**src/rtl/sp_ram_ctrl.sv**
```systemverilog
// sp_ram_ctrl: arbitrates write/read requests onto a single-port RAM
// and returns read data through a credit-protected response FIFO.
// Build option: SP_RAM_CTRL_RD_PRIO_EN selects fixed read priority
// instead of round-robin arbitration.
module sp_ram_ctrl #(
    parameter int DATA_WIDTH = 72,
    parameter int ADDR_WIDTH = 10,
    parameter int RSP_DEPTH  = 2
) (
    input  logic                  clk,
    input  logic                  rst,
    input  logic                  wr_valid,
    output logic                  wr_ready,
    input  logic [ADDR_WIDTH-1:0] wr_addr,
    input  logic [DATA_WIDTH-1:0] wr_data,
    input  logic                  rd_valid,
    output logic                  rd_ready,
    input  logic [ADDR_WIDTH-1:0] rd_addr,
    output logic                  rsp_valid,
    input  logic                  rsp_ready,
    output logic [DATA_WIDTH-1:0] rsp_data,
    output logic                  ram_wr_en,
    output logic [ADDR_WIDTH-1:0] ram_addr,
    output logic [DATA_WIDTH-1:0] ram_din,
    input  logic [DATA_WIDTH-1:0] ram_dout
);

    localparam int PW = $clog2(RSP_DEPTH);
    localparam int CW = PW + 1;
    localparam int OW = CW + 1;

    typedef enum logic {
        GRANT_WRITE = 1'b0,
        GRANT_READ  = 1'b1
    } grant_e;

    grant_e                last_grant_q, last_grant_d;
    logic                  rd_inflight_q, rd_inflight_d;
    logic [PW-1:0]         head_q, head_d;
    logic [PW-1:0]         tail_q, tail_d;
    logic [CW-1:0]         count_q, count_d;
    logic [DATA_WIDTH-1:0] mem_q [RSP_DEPTH];
    logic [DATA_WIDTH-1:0] mem_d [RSP_DEPTH];

    logic          push;
    logic          pop;
    logic [OW-1:0] credits_used;
    logic          wr_elig;
    logic          rd_elig;
    logic          wr_gnt;
    logic          rd_gnt;

    // Eligibility: a read needs a FIFO slot reserved for its response,
    // counting the one in flight and the slot freed by a pop this cycle.
    always_comb begin
        pop          = rsp_valid && rsp_ready;
        push         = rd_inflight_q;
        credits_used = OW'(count_q) + OW'(rd_inflight_q) - OW'(pop);
        wr_elig      = wr_valid && !rst;
        rd_elig      = rd_valid && !rst
                       && (credits_used < OW'(RSP_DEPTH));
    end

    // Arbitration: one grant per cycle between the eligible requests.
    always_comb begin
        wr_gnt = 1'b0;
        rd_gnt = 1'b0;
`ifdef SP_RAM_CTRL_RD_PRIO_EN
        rd_gnt = rd_elig;
        wr_gnt = wr_elig && !rd_elig;
`else
        unique case ({wr_elig, rd_elig})
            2'b10: wr_gnt = 1'b1;
            2'b01: rd_gnt = 1'b1;
            2'b11: begin
                if (last_grant_q == GRANT_WRITE) begin
                    rd_gnt = 1'b1;
                end else begin
                    wr_gnt = 1'b1;
                end
            end
            default: ;
        endcase
`endif
    end

    // Handshake outputs and RAM port drive follow the grant directly.
    always_comb begin
        wr_ready  = wr_gnt;
        rd_ready  = rd_gnt;
        ram_wr_en = wr_gnt;
        ram_addr  = wr_gnt ? wr_addr : rd_addr;
        ram_din   = wr_data;
    end

    // Next state: grant history, read latency tracker, FIFO pointers.
    always_comb begin
        last_grant_d = last_grant_q;
        if (wr_gnt) begin
            last_grant_d = GRANT_WRITE;
        end else if (rd_gnt) begin
            last_grant_d = GRANT_READ;
        end
        rd_inflight_d = rd_gnt;
        head_d  = head_q + PW'(pop);
        tail_d  = tail_q + PW'(push);
        count_d = count_q + CW'(push) - CW'(pop);
    end

    // FIFO storage: capture RAM output in the cycle after a read grant.
    always_comb begin
        mem_d = mem_q;
        if (push) begin
            mem_d[tail_q] = ram_dout;
        end
    end

    // Response side: head entry is presented whenever the FIFO holds data.
    always_comb begin
        rsp_valid = (count_q != '0);
        rsp_data  = mem_q[head_q];
    end

    // Control state register with synchronous reset.
    always_ff @(posedge clk) begin
        if (rst) begin
            last_grant_q  <= GRANT_WRITE;
            rd_inflight_q <= 1'b0;
            head_q        <= '0;
            tail_q        <= '0;
            count_q       <= '0;
        end else begin
            last_grant_q  <= last_grant_d;
            rd_inflight_q <= rd_inflight_d;
            head_q        <= head_d;
            tail_q        <= tail_d;
            count_q       <= count_d;
        end
    end

    // Data storage needs no reset; validity is carried by count_q.
    always_ff @(posedge clk) begin
        mem_q <= mem_d;
    end

    // A push into a full FIFO would mean the credit check is broken.
    always_ff @(posedge clk) begin
        if (!rst) begin
            assert (!(push && (count_q == CW'(RSP_DEPTH))));
        end
    end

endmodule

```
**config.mk**
```make
export PLATFORM = sky130hd
export DESIGN_NAME = sp_ram_ctrl
export DESIGN_NICKNAME = d
export VERILOG_FILES = /design/src/rtl/sp_ram_ctrl.sv
export SDC_FILE = /design/constraint.sdc
export NUM_CORES = 1
export LEC_CHECK = 0
export CAP_MARGIN = 15
export CORE_ASPECT_RATIO = 0.5
export CORE_MARGIN = 3
export CORE_UTILIZATION = 43
export DETAILED_ROUTE_END_ITERATION = 6
export PLACE_DENSITY = 0.92
export SKIP_LAST_GASP = 1
export SYNTH_ARGS = -nofsm -noshare
export SYNTH_HDL_FRONTEND = slang
export SYNTH_SLANG_ARGS = --single-unit
```
**constraint.sdc**
```tcl
create_clock -name clk -period 3.75 [get_ports clk]
set_input_delay 0.375 -clock clk [delete_from_list [all_inputs] [get_ports clk]]
set_output_delay 0.375 -clock clk [all_outputs]
set_load 0.02 [all_outputs]
```
Word-level counts from Yosys, hierarchy flattened
Cells that the tools add are included.

cells by class
  $lt $le $gt $ge = 4
  equality and inequality tests = 3
  bitwise operators = 2
  add/subtract/negate cells = 6
  multiplexer cells = 11
  reductions and logical operators = 8

operator list
  operator                                                    number
  two-way mux 72 bit                                          4
  bitwise mux 144 bit                                         1
  demux 72 bit (select 1 bit)                                 1
  two-way mux 10 bit                                          1
  logical AND 1 bit                                           5
  equality test 2 bit, second input constant                  2
  >= comparator 2 bit, second input constant                  2
  NOT 1 -> 2 bit                                              2
  one-hot mux 1 bit (2 select lines)                          2
  adder 2 x 1 -> 3 bit                                        1
  less-than comparator 3 x 2 -> 1 bit, second input constant  1
  subtractor 3 x 1 -> 3 bit                                   1
  adder 1 bit                                                 2
  adder 2 x 1 -> 2 bit                                        1
  equality test 2 x 1 -> 1 bit, second input constant         1
  less-than comparator 2 x 1 -> 1 bit, second input constant  1
  two-way mux 1 bit                                           2
  nonzero test 2 bit                                          1
  OR reduction 2 bit                                          1
  subtractor 2 x 1 -> 2 bit                                   1
  zero test 1 bit                                             1

storage, ports and cells
  output and inout port bits = 158
  flip-flop bits (word level) = 150
  input port bits = 169

Depth between registers and ports, before layout
  depth in word-level cells = 8
  mapped depth = 11
  depth with buffers taken out = 9

Worst setup path before layout
No wires, ideal clock.

  kind = register to output
  start = register count_q[1]
  end = output port wr_ready
  arrival time = 2.379 ns
  slack = 0.996 ns
  stages on the path, launching flop included = 12
  path through = dfxtp_1 > o21a_1 > ha_1 > inv_1 > ha_1 > inv_1 > fa_1 > xnor2_1 > a311o_1 > buf_6 > inv_1 > buf_4

on the way
  word-level cells in the longest chain between the ends = 7
  elaborated cells on any way between the ends = 9
  those cells by class = add/sub: 2; order compare: 1; eq/ne: 2; mux: 1; reduce/logical: 3

RTL lines
  what                                                          line  RTL
  start, declared                                               41    logic [CW-1:0] count_q, count_d;
  start signal, assigned                                        137   count_q <= count_d;
  branches (longest 2 deep; another with adder 2 x 1 -> 3 bit)  n/a
  subtractor 3 x 1 -> 3 bit (*)                                 58    credits_used = OW'(count_q) + OW'(rd_inflight_q) - OW'(pop);
  less-than comparator 3 x 2 -> 1 bit (*)                       61    && (credits_used < OW'(RSP_DEPTH));
  logical AND 1 bit (*)                                         61
  equality test 2 bit                                           72    unique case ({wr_elig, rd_elig})
  one-hot mux 1 bit (2 select lines) (*)                        72
  end, declared                                                 13    output logic wr_ready,

Every way passes the cells marked *.

Worst setup path after layout
  start = register count_q[1]
  end = output port ram_addr[1]

on the way
  word-level cells in the longest chain between the ends = 8
  elaborated cells on any way between the ends = 10
  those cells by class = add/sub: 2; order compare: 1; eq/ne: 2; mux: 2; reduce/logical: 3

RTL lines
  what                                                          line  RTL
  branches (longest 2 deep; another with adder 2 x 1 -> 3 bit)  n/a
  subtractor 3 x 1 -> 3 bit (*)                                 58
  less-than comparator 3 x 2 -> 1 bit (*)                       61
  logical AND 1 bit (*)                                         61
  equality test 2 bit                                           72
  one-hot mux 1 bit (2 select lines) (*)                        72
  two-way mux 10 bit (*)                                        92    ram_addr = wr_gnt ? wr_addr : rd_addr;
  end, declared                                                 23    output logic [ADDR_WIDTH-1:0] ram_addr,

Marked as above.

==> flow_metrics.tcl <==
set metrics [dict create \
    detail_route.wirelength_um 15850 \
    required_time_of_the_critical_path_ns 3.38 \
    max_cap_violations 0 \
    netlist_area_mm2 0.006193 \
    finClkSkew_ns 0.008059 \
    design.final.nets 637 \
    fill_cells 989 \
    synth_top_family_by_area "multiplexers" \
    placementRows 30 \
    tritoncts "done" \
    final.min_clock_period_ns 3.578 \
    synthCells 341 \
    synth_area_in_adders_pct 1.131 \
    drt-initial-drc-count 206 \
    gp_routability_congestion 0.8157 \
    clkTransAtPathRegs_ns 0.06 \
    least_margin_pin_slew_ns 1.059 \
    rsz_0062_raised_after_global_routing "false" \
    yosys.area_share.simple_pct 0.6263 \
    htree_levels 4 \
    crit_path_top_delay_cell "sky130_fd_sc_hd__fa_1" \
    synth-main-ff-cell "sky130_fd_sc_hd__edfxtp_1" \
    vias_per_cell 4.904 \
    setup-violations-final 0 \
    hpwlAfterDp_um 10870 \
    final_layout_size_suffix_gt1_share_pct 25.47 \
    synth.lib_cells_used.distinct 20 \
    portBuffers 182 \
    syn_area_per_cell_um2 18.16 \
    num_antenna_cells 0 \
    post_synth_main_area_contributors "sky130_fd_sc_hd__edfxtp_1 70%, sky130_fd_sc_hd__mux2_2 13%, sky130_fd_sc_hd__buf_4 8.8%" \
    ff2ff_path_depth 9 \
    multiInputGateArea_mm2 0.001157 \
    total_buffers_and_inverters_traversed_by_the_critical_path 4 \
    asyncSetResetFlopFracSynth_pct 0 \
    holdBufCountCts 0 \
    critical_path.max_fanout 11 \
    first_global_vias 3511 \
    timing.final.ws_setup_ns 0.1721 \
    critical_path_cell_count 11 \
    wl_per_cell_um 23.76 \
    synth.mux.area_fraction_pct 15.45 \
    total_chip_power_w 0.005779 \
    boundaryPins 327 \
    maximum_cell_stage_delay_along_the_critical_path_ns 0.41 \
    synth.net_count 515 \
    whs_path_depth 1 \
    min-delay-path-class "reg2reg" \
    num_vias 3271 \
    ctsRootBufferMaster "sky130_fd_sc_hd__clkbuf_16" \
    fp.dieW_um 175.7 \
    synth_compound_area_share_pct 0.6667 \
    synthesis.yosys.warnings 0 \
    area_enclosed_by_the_die_boundary_mm2 0.01597 \
    syn2layout_area_growth_pct 33.88 \
    critical_path.cell_chain "o21a_1 > ha_1 > inv_1 > ha_1 > inv_1 > fa_1 > xnor2_2 > a311o_1 > buf_12 > mux2_4 > dlygate4sd2_1" \
    worst_slew_margin_relative_to_its_limit_pct 29.38 \
    power.ir.vdd_worst_v 0.0002938 \
    timing_limited_maximum_frequency_ghz 0.2795 \
    post_synth_xor_area_fraction_pct 0.2828 \
    seqCellArea_mm2 0.004449 \
    cp_endpoint_kind "primary output" \
    power.density_cell_area_mw_per_mm2 696.9 \
    final_min_period_over_clock_period_pct 95.41 \
    static-leakage-power_nw 2.861 \
    synth_seq_cells 150 \
    worstSetupStartpointType "flop" \
    antenna_violating_nets_left 0 \
    synth_area_leader_cell "sky130_fd_sc_hd__edfxtp_1" \
    hold_viol_final 0 \
    grt_max_degree 73 \
    grtUsageTotal_pct 19.59 \
    die-height_um 90.87 \
    synth_edf_count 144 \
    skew_pair_late_insertion_delay_ns 0.41 \
    grt_pass1_wl_um 23030 \
    status "completed" \
    post_cts.repair.setup_buffers 0 \
    number_of_buffers_inserted_during_clock_tree_synthesis 17 \
    slew_violations 0 \
    critical_path_class "reg2out" \
    floorplan.core_area_mm2 0.01381 \
    clock-sinks 150 \
    grt_overflow_total 0 \
    detail_route.drc_violations 0 \
    antenna_found_initial 0 \
    cp.arrival_ns 3.20 \
    place_ws_ns -0.03357 \
    firstDrtPassIters 4 \
    path_delay_family "adder cells" \
    ctsLongestPathBuffers 2 \
    synth_top_cell_area_share_pct 69.82 \
    synth-seq-area-share_pct 71.76 \
    initial_utilization_pct 44.84 \
]
-- power by group --
group          total (W)  internal [W]  switching [W]
registers        0.00228       0.00213       0.000150
logic            0.00187      0.000956       0.000914
clock network    0.00163      0.000969       0.000659
total            0.00578       0.00406        0.00172
-- cells in the mapped netlist (2+ instances only) --
library cell / number
sky130_fd_sc_hd__a211oi_1: 2
sky130_fd_sc_hd__buf_2: 7
sky130_fd_sc_hd__buf_4: 73
sky130_fd_sc_hd__clkbuf_1: 2
sky130_fd_sc_hd__dfxtp_1: 6
sky130_fd_sc_hd__edfxtp_1: 144
sky130_fd_sc_hd__ha_1: 4
sky130_fd_sc_hd__inv_1: 6
sky130_fd_sc_hd__mux2_2: 73
sky130_fd_sc_hd__mux2_4: 9
sky130_fd_sc_hd__nor2_1: 4
sky130_fd_sc_hd__nor2b_1: 2
sky130_fd_sc_hd__xnor2_1: 2
-- metrics by stage --
stage	hold WS, ns	TNS [ns]	util [%]	instance area, um^2	cells
after CTS	0.5281	-0.09816	59.96	8283	667
after global routing	0.5239	0	60.03	8292	667
after detailed placement	0.5245	-0.03357	55.92	7725	636
after global placement	0.4967	0	55.92	7725	636
after floorplan	0.4607	0	-	6193	341
final	0.5204	0	60.03	8292	667
-- final timing paths --
check                     end  slack, ns          from
setup / recovery  ram_addr[1]       0.17    count_q[1]
hold / removal           push       0.52  last_grant_q
setup reg to reg         push       1.55    count_q[1]
hold reg to reg          push       0.52  last_grant_q
-- kinds of logic (layout without fill, tap and decap cells) --
logic type / count (synthesis) / in the layout
adder cells (fa/ha/maj): 5 / 5
buffers and inverters: 89 / 223
XOR/XNOR: 2 / 2
AO/OA/AOI/OAI: 5 / 5
flip-flops: 150 / 150
AND/OR/NAND/NOR: 8 / 8
multiplexers: 82 / 82
-- cell usage in the layout, fill, tap and decap left out, types with 3 or more instances in the layout --
| cell type | Yosys | final |
|---|---|---|
| sky130_fd_sc_hd__dlymetal6s2s_1 | 0 | 3 |
| sky130_fd_sc_hd__mux2_2 | 73 | 73 |
| sky130_fd_sc_hd__nor2_1 | 4 | 4 |
| sky130_fd_sc_hd__buf_4 | 73 | 3 |
| sky130_fd_sc_hd__clkinv_2 | 0 | 4 |
| sky130_fd_sc_hd__dlygate4sd2_1 | 0 | 9 |
| sky130_fd_sc_hd__dfxtp_1 | 6 | 4 |
| sky130_fd_sc_hd__inv_1 | 6 | 6 |
| sky130_fd_sc_hd__mux2_4 | 9 | 9 |
| sky130_fd_sc_hd__clkinvlp_4 | 0 | 3 |
| sky130_fd_sc_hd__clkbuf_16 | 0 | 17 |
| sky130_fd_sc_hd__clkdlybuf4s50_1 | 0 | 170 |
| sky130_fd_sc_hd__edfxtp_1 | 144 | 144 |
-- sequential cells by signal (all words and copies together), names as in the netlist --
signal        count
mem_q           144
tail_q            1
count_q           2
head_q            1
last_grant_q      1
push              1
-- area by class of cell --
| cell class | count | share of cell area [%] |
|---|---|---|
| timing repair buffer | 186 | 22.44 |
| multi-input combinational | 102 | 13.96 |
| clock inverter | 14 | 1.645 |
| sequential | 150 | 53.66 |
| tap | 192 | 2.897 |
| inverter | 6 | 0.2716 |
| clock buffer | 17 | 5.131 |
-- metal layers --
layer	vias up	share of wire (%)	GRT usage, %
li1	1452	-	-
met1	1648	33	18.70
met2	149	57	38.14
met3	22	7.8	7.389
met4	0	2.2	6.912
met5	-	0	0
-- repair_timing --
item                                   in CTS  in global routing
endpoints found under the hold margin       0                  0
setup endpoints to repair                  10                 12
resized for setup                          10                  4
Note: power is estimated with default switching activity, not from simulation.
==> patch (config.mk and constraints unchanged) <==
Add a define of `SP_RAM_CTRL_RD_PRIO_EN`.
--- a/src/rtl/sp_ram_ctrl.sv
+++ b/src/rtl/sp_ram_ctrl.sv
@@ -2,6 +2,8 @@
 // and returns read data through a credit-protected response FIFO.
 // Build option: SP_RAM_CTRL_RD_PRIO_EN selects fixed read priority
 // instead of round-robin arbitration.
+`define SP_RAM_CTRL_RD_PRIO_EN
+
 module sp_ram_ctrl #(
     parameter int DATA_WIDTH = 72,
     parameter int ADDR_WIDTH = 10,
Function: changed (a bounded check fails within 4 cycles, from zero or initial values and one cycle with rst high).
==> patch against the unedited design <==
Worst setup slack got worse by 0.0089 ns; sequential cell count decreased by 1; die area decreased by 0.58%; sequential share of layout area decreased by 0.17 points; synthesized area decreased by 0.61%; wire length increased by 3.9%; first-iteration DRC count decreased by 24%; critical path depth decreased by 1; power increased by 4.3%; cell area decreased by 0.17%; count of clock-buffer cells in the layout unchanged; critical path type unchanged.
==> patch: results <==
group,metric,value,unit
run_status,status,"finished clean",
clocking,insertion_delay,0.41,ns
yosys,async_reset_ff_share,0,%
placed_design,gp_congestion,0.869,
placed_design,place_hpwl,11500,um
power_and_ir_drop,irDropWorstVdd,0.368,mV
final_layout,drive_gt1_share,25.5,%
placed_design,numPortBuffers,182,
power_and_ir_drop,p_leak,0.00283,uW
global_route,track_usage,20.2,%
yosys,yosys-top-cells-area,"edfxtp_1, mux2_2, buf_4, mux2_4, dfxtp_1",
yosys,yosys-top-cells-count,"edfxtp_1, buf_4, mux2_2, mux2_4, buf_2",
routing,routed_wl,16500,um
yosys,netlist-cell-type-count,18,
placed_design,dp.cells,630,
global_route,grt_use_met3,8.48,%
sta,fin_skew,0.00835,ns
clocking,cts-root-buf,"clkbuf_16",
routing,dr.first_iter.drc_count,157,
clocking,path_clk_slew,0.07,ns
sta,relSlewSlack,29.9,%
global_route,use_met1,18.0,%
global_route,gr-usage-met2,39.6,%
yosys,yosysSeqAreaShare,71.9,%
clocking,cts_buffer_depth,2,
routing,wire_per_inst,24.9,um
critical_path,path_max_fanout,10,
routing,vias_per_cell,4.95,
final_layout,antenna_cells,0,
yosys,synth_fp_nets,511,
yosys,syn_inst,337,
global_route,grt_pass1_vias,3456,
global_route,grt_max_degree,74,
min_path,hp-class,"input pin to flip-flop",
global_route,grt_first_pass_wirelength,23400,um
[patch: changes by cell type after synthesis]
cell and delta:
clkbuf_1 -2, a211oi_1 -2, nand2b_1 +1, dfxtp_1 -1, a32oi_1 -1, buf_2 +1, nor2_1 -2, o21ai_2 +1
nor3_1 +2, nand3_1 -1, nor2b_1 +1, a311o_1 -1
[patch: area by class of cell]
class                   count  area [sq um]
fillers                   960          5500
flip-flops and latches    149          4430
repair buffers            183          1830
multi-input cells         100          1130
clock buffers              17           425
well taps                 192           240
clock inverters            15           194
inverters                   6          22.5
[patch: worst paths after layout]
check | slack, ns | from | cells after the start | end
worst max-delay path | 0.16 | count_q[1] | 10 | ram_addr[6]
worst min-delay path | 0.54 | ram_dout[47] | 1 | mem_q[47]
worst max register to register | 1.73 | count_q[1] | 7 | push
worst min register to register | 0.67 | push | 2 | tail_q
[patch: report_power, final]
part / total (uW) / internal (uW) / switching (uW)
Combinational: 1900 / 985 / 919
Sequential: 2350 / 2170 / 181
Clock: 1780 / 1070 / 709
Total: 6030 / 4220 / 1810
[patch: routing by layer]
layer	vias to the layer above	wire length, um
li1	1424	-
met1	1654	4970
met2	172	9560
met3	30	1430
met4	0	498
met5	-	0
[patch: metrics by stage]
stage               instance area, sq um  worst slack (ns)  utilization, %  power [uW]
detailed placement                  7670            0.0603            55.7        4280
finish                              8280             0.163            60.1        6030
CTS                                 8280            0.0276            60.1        6070
global route                        8280            0.0514            60.1        6220
floorplan                           6160              1.10               -        3450
global placement                    7670             0.135            55.7        4210
[patch: logic make-up after synthesis]
group,after synthesis,share of synthesized area [%]
XOR/XNOR,2,0.285
buffers and inverters,88,10.1
flip-flops,149,71.9
AO/OA/AOI/OAI,2,0.264
adder cells (fa/ha/maj),5,1.14
AND/OR/NAND/NOR,9,0.793
multiplexers,82,15.5
[patch: repair_timing]
action                                  CTS  global route
cloned                                    0             0
hold endpoints to repair                  0             0
endpoints found under the setup margin    9             1
resized for setup                         9             1
[patch: worst max-delay path, cell delays in order, from the launching register on]
cell	delay [ns]
dfxtp_1	0.36
o21a_1	0.24
ha_1	0.29
inv_1	0.05
ha_1	0.18
fa_1	0.45
nand2b_1	0.21
o21ai_2	0.20
buf_12	0.17
mux2_4	0.31
dlygate4sd2_1	0.33
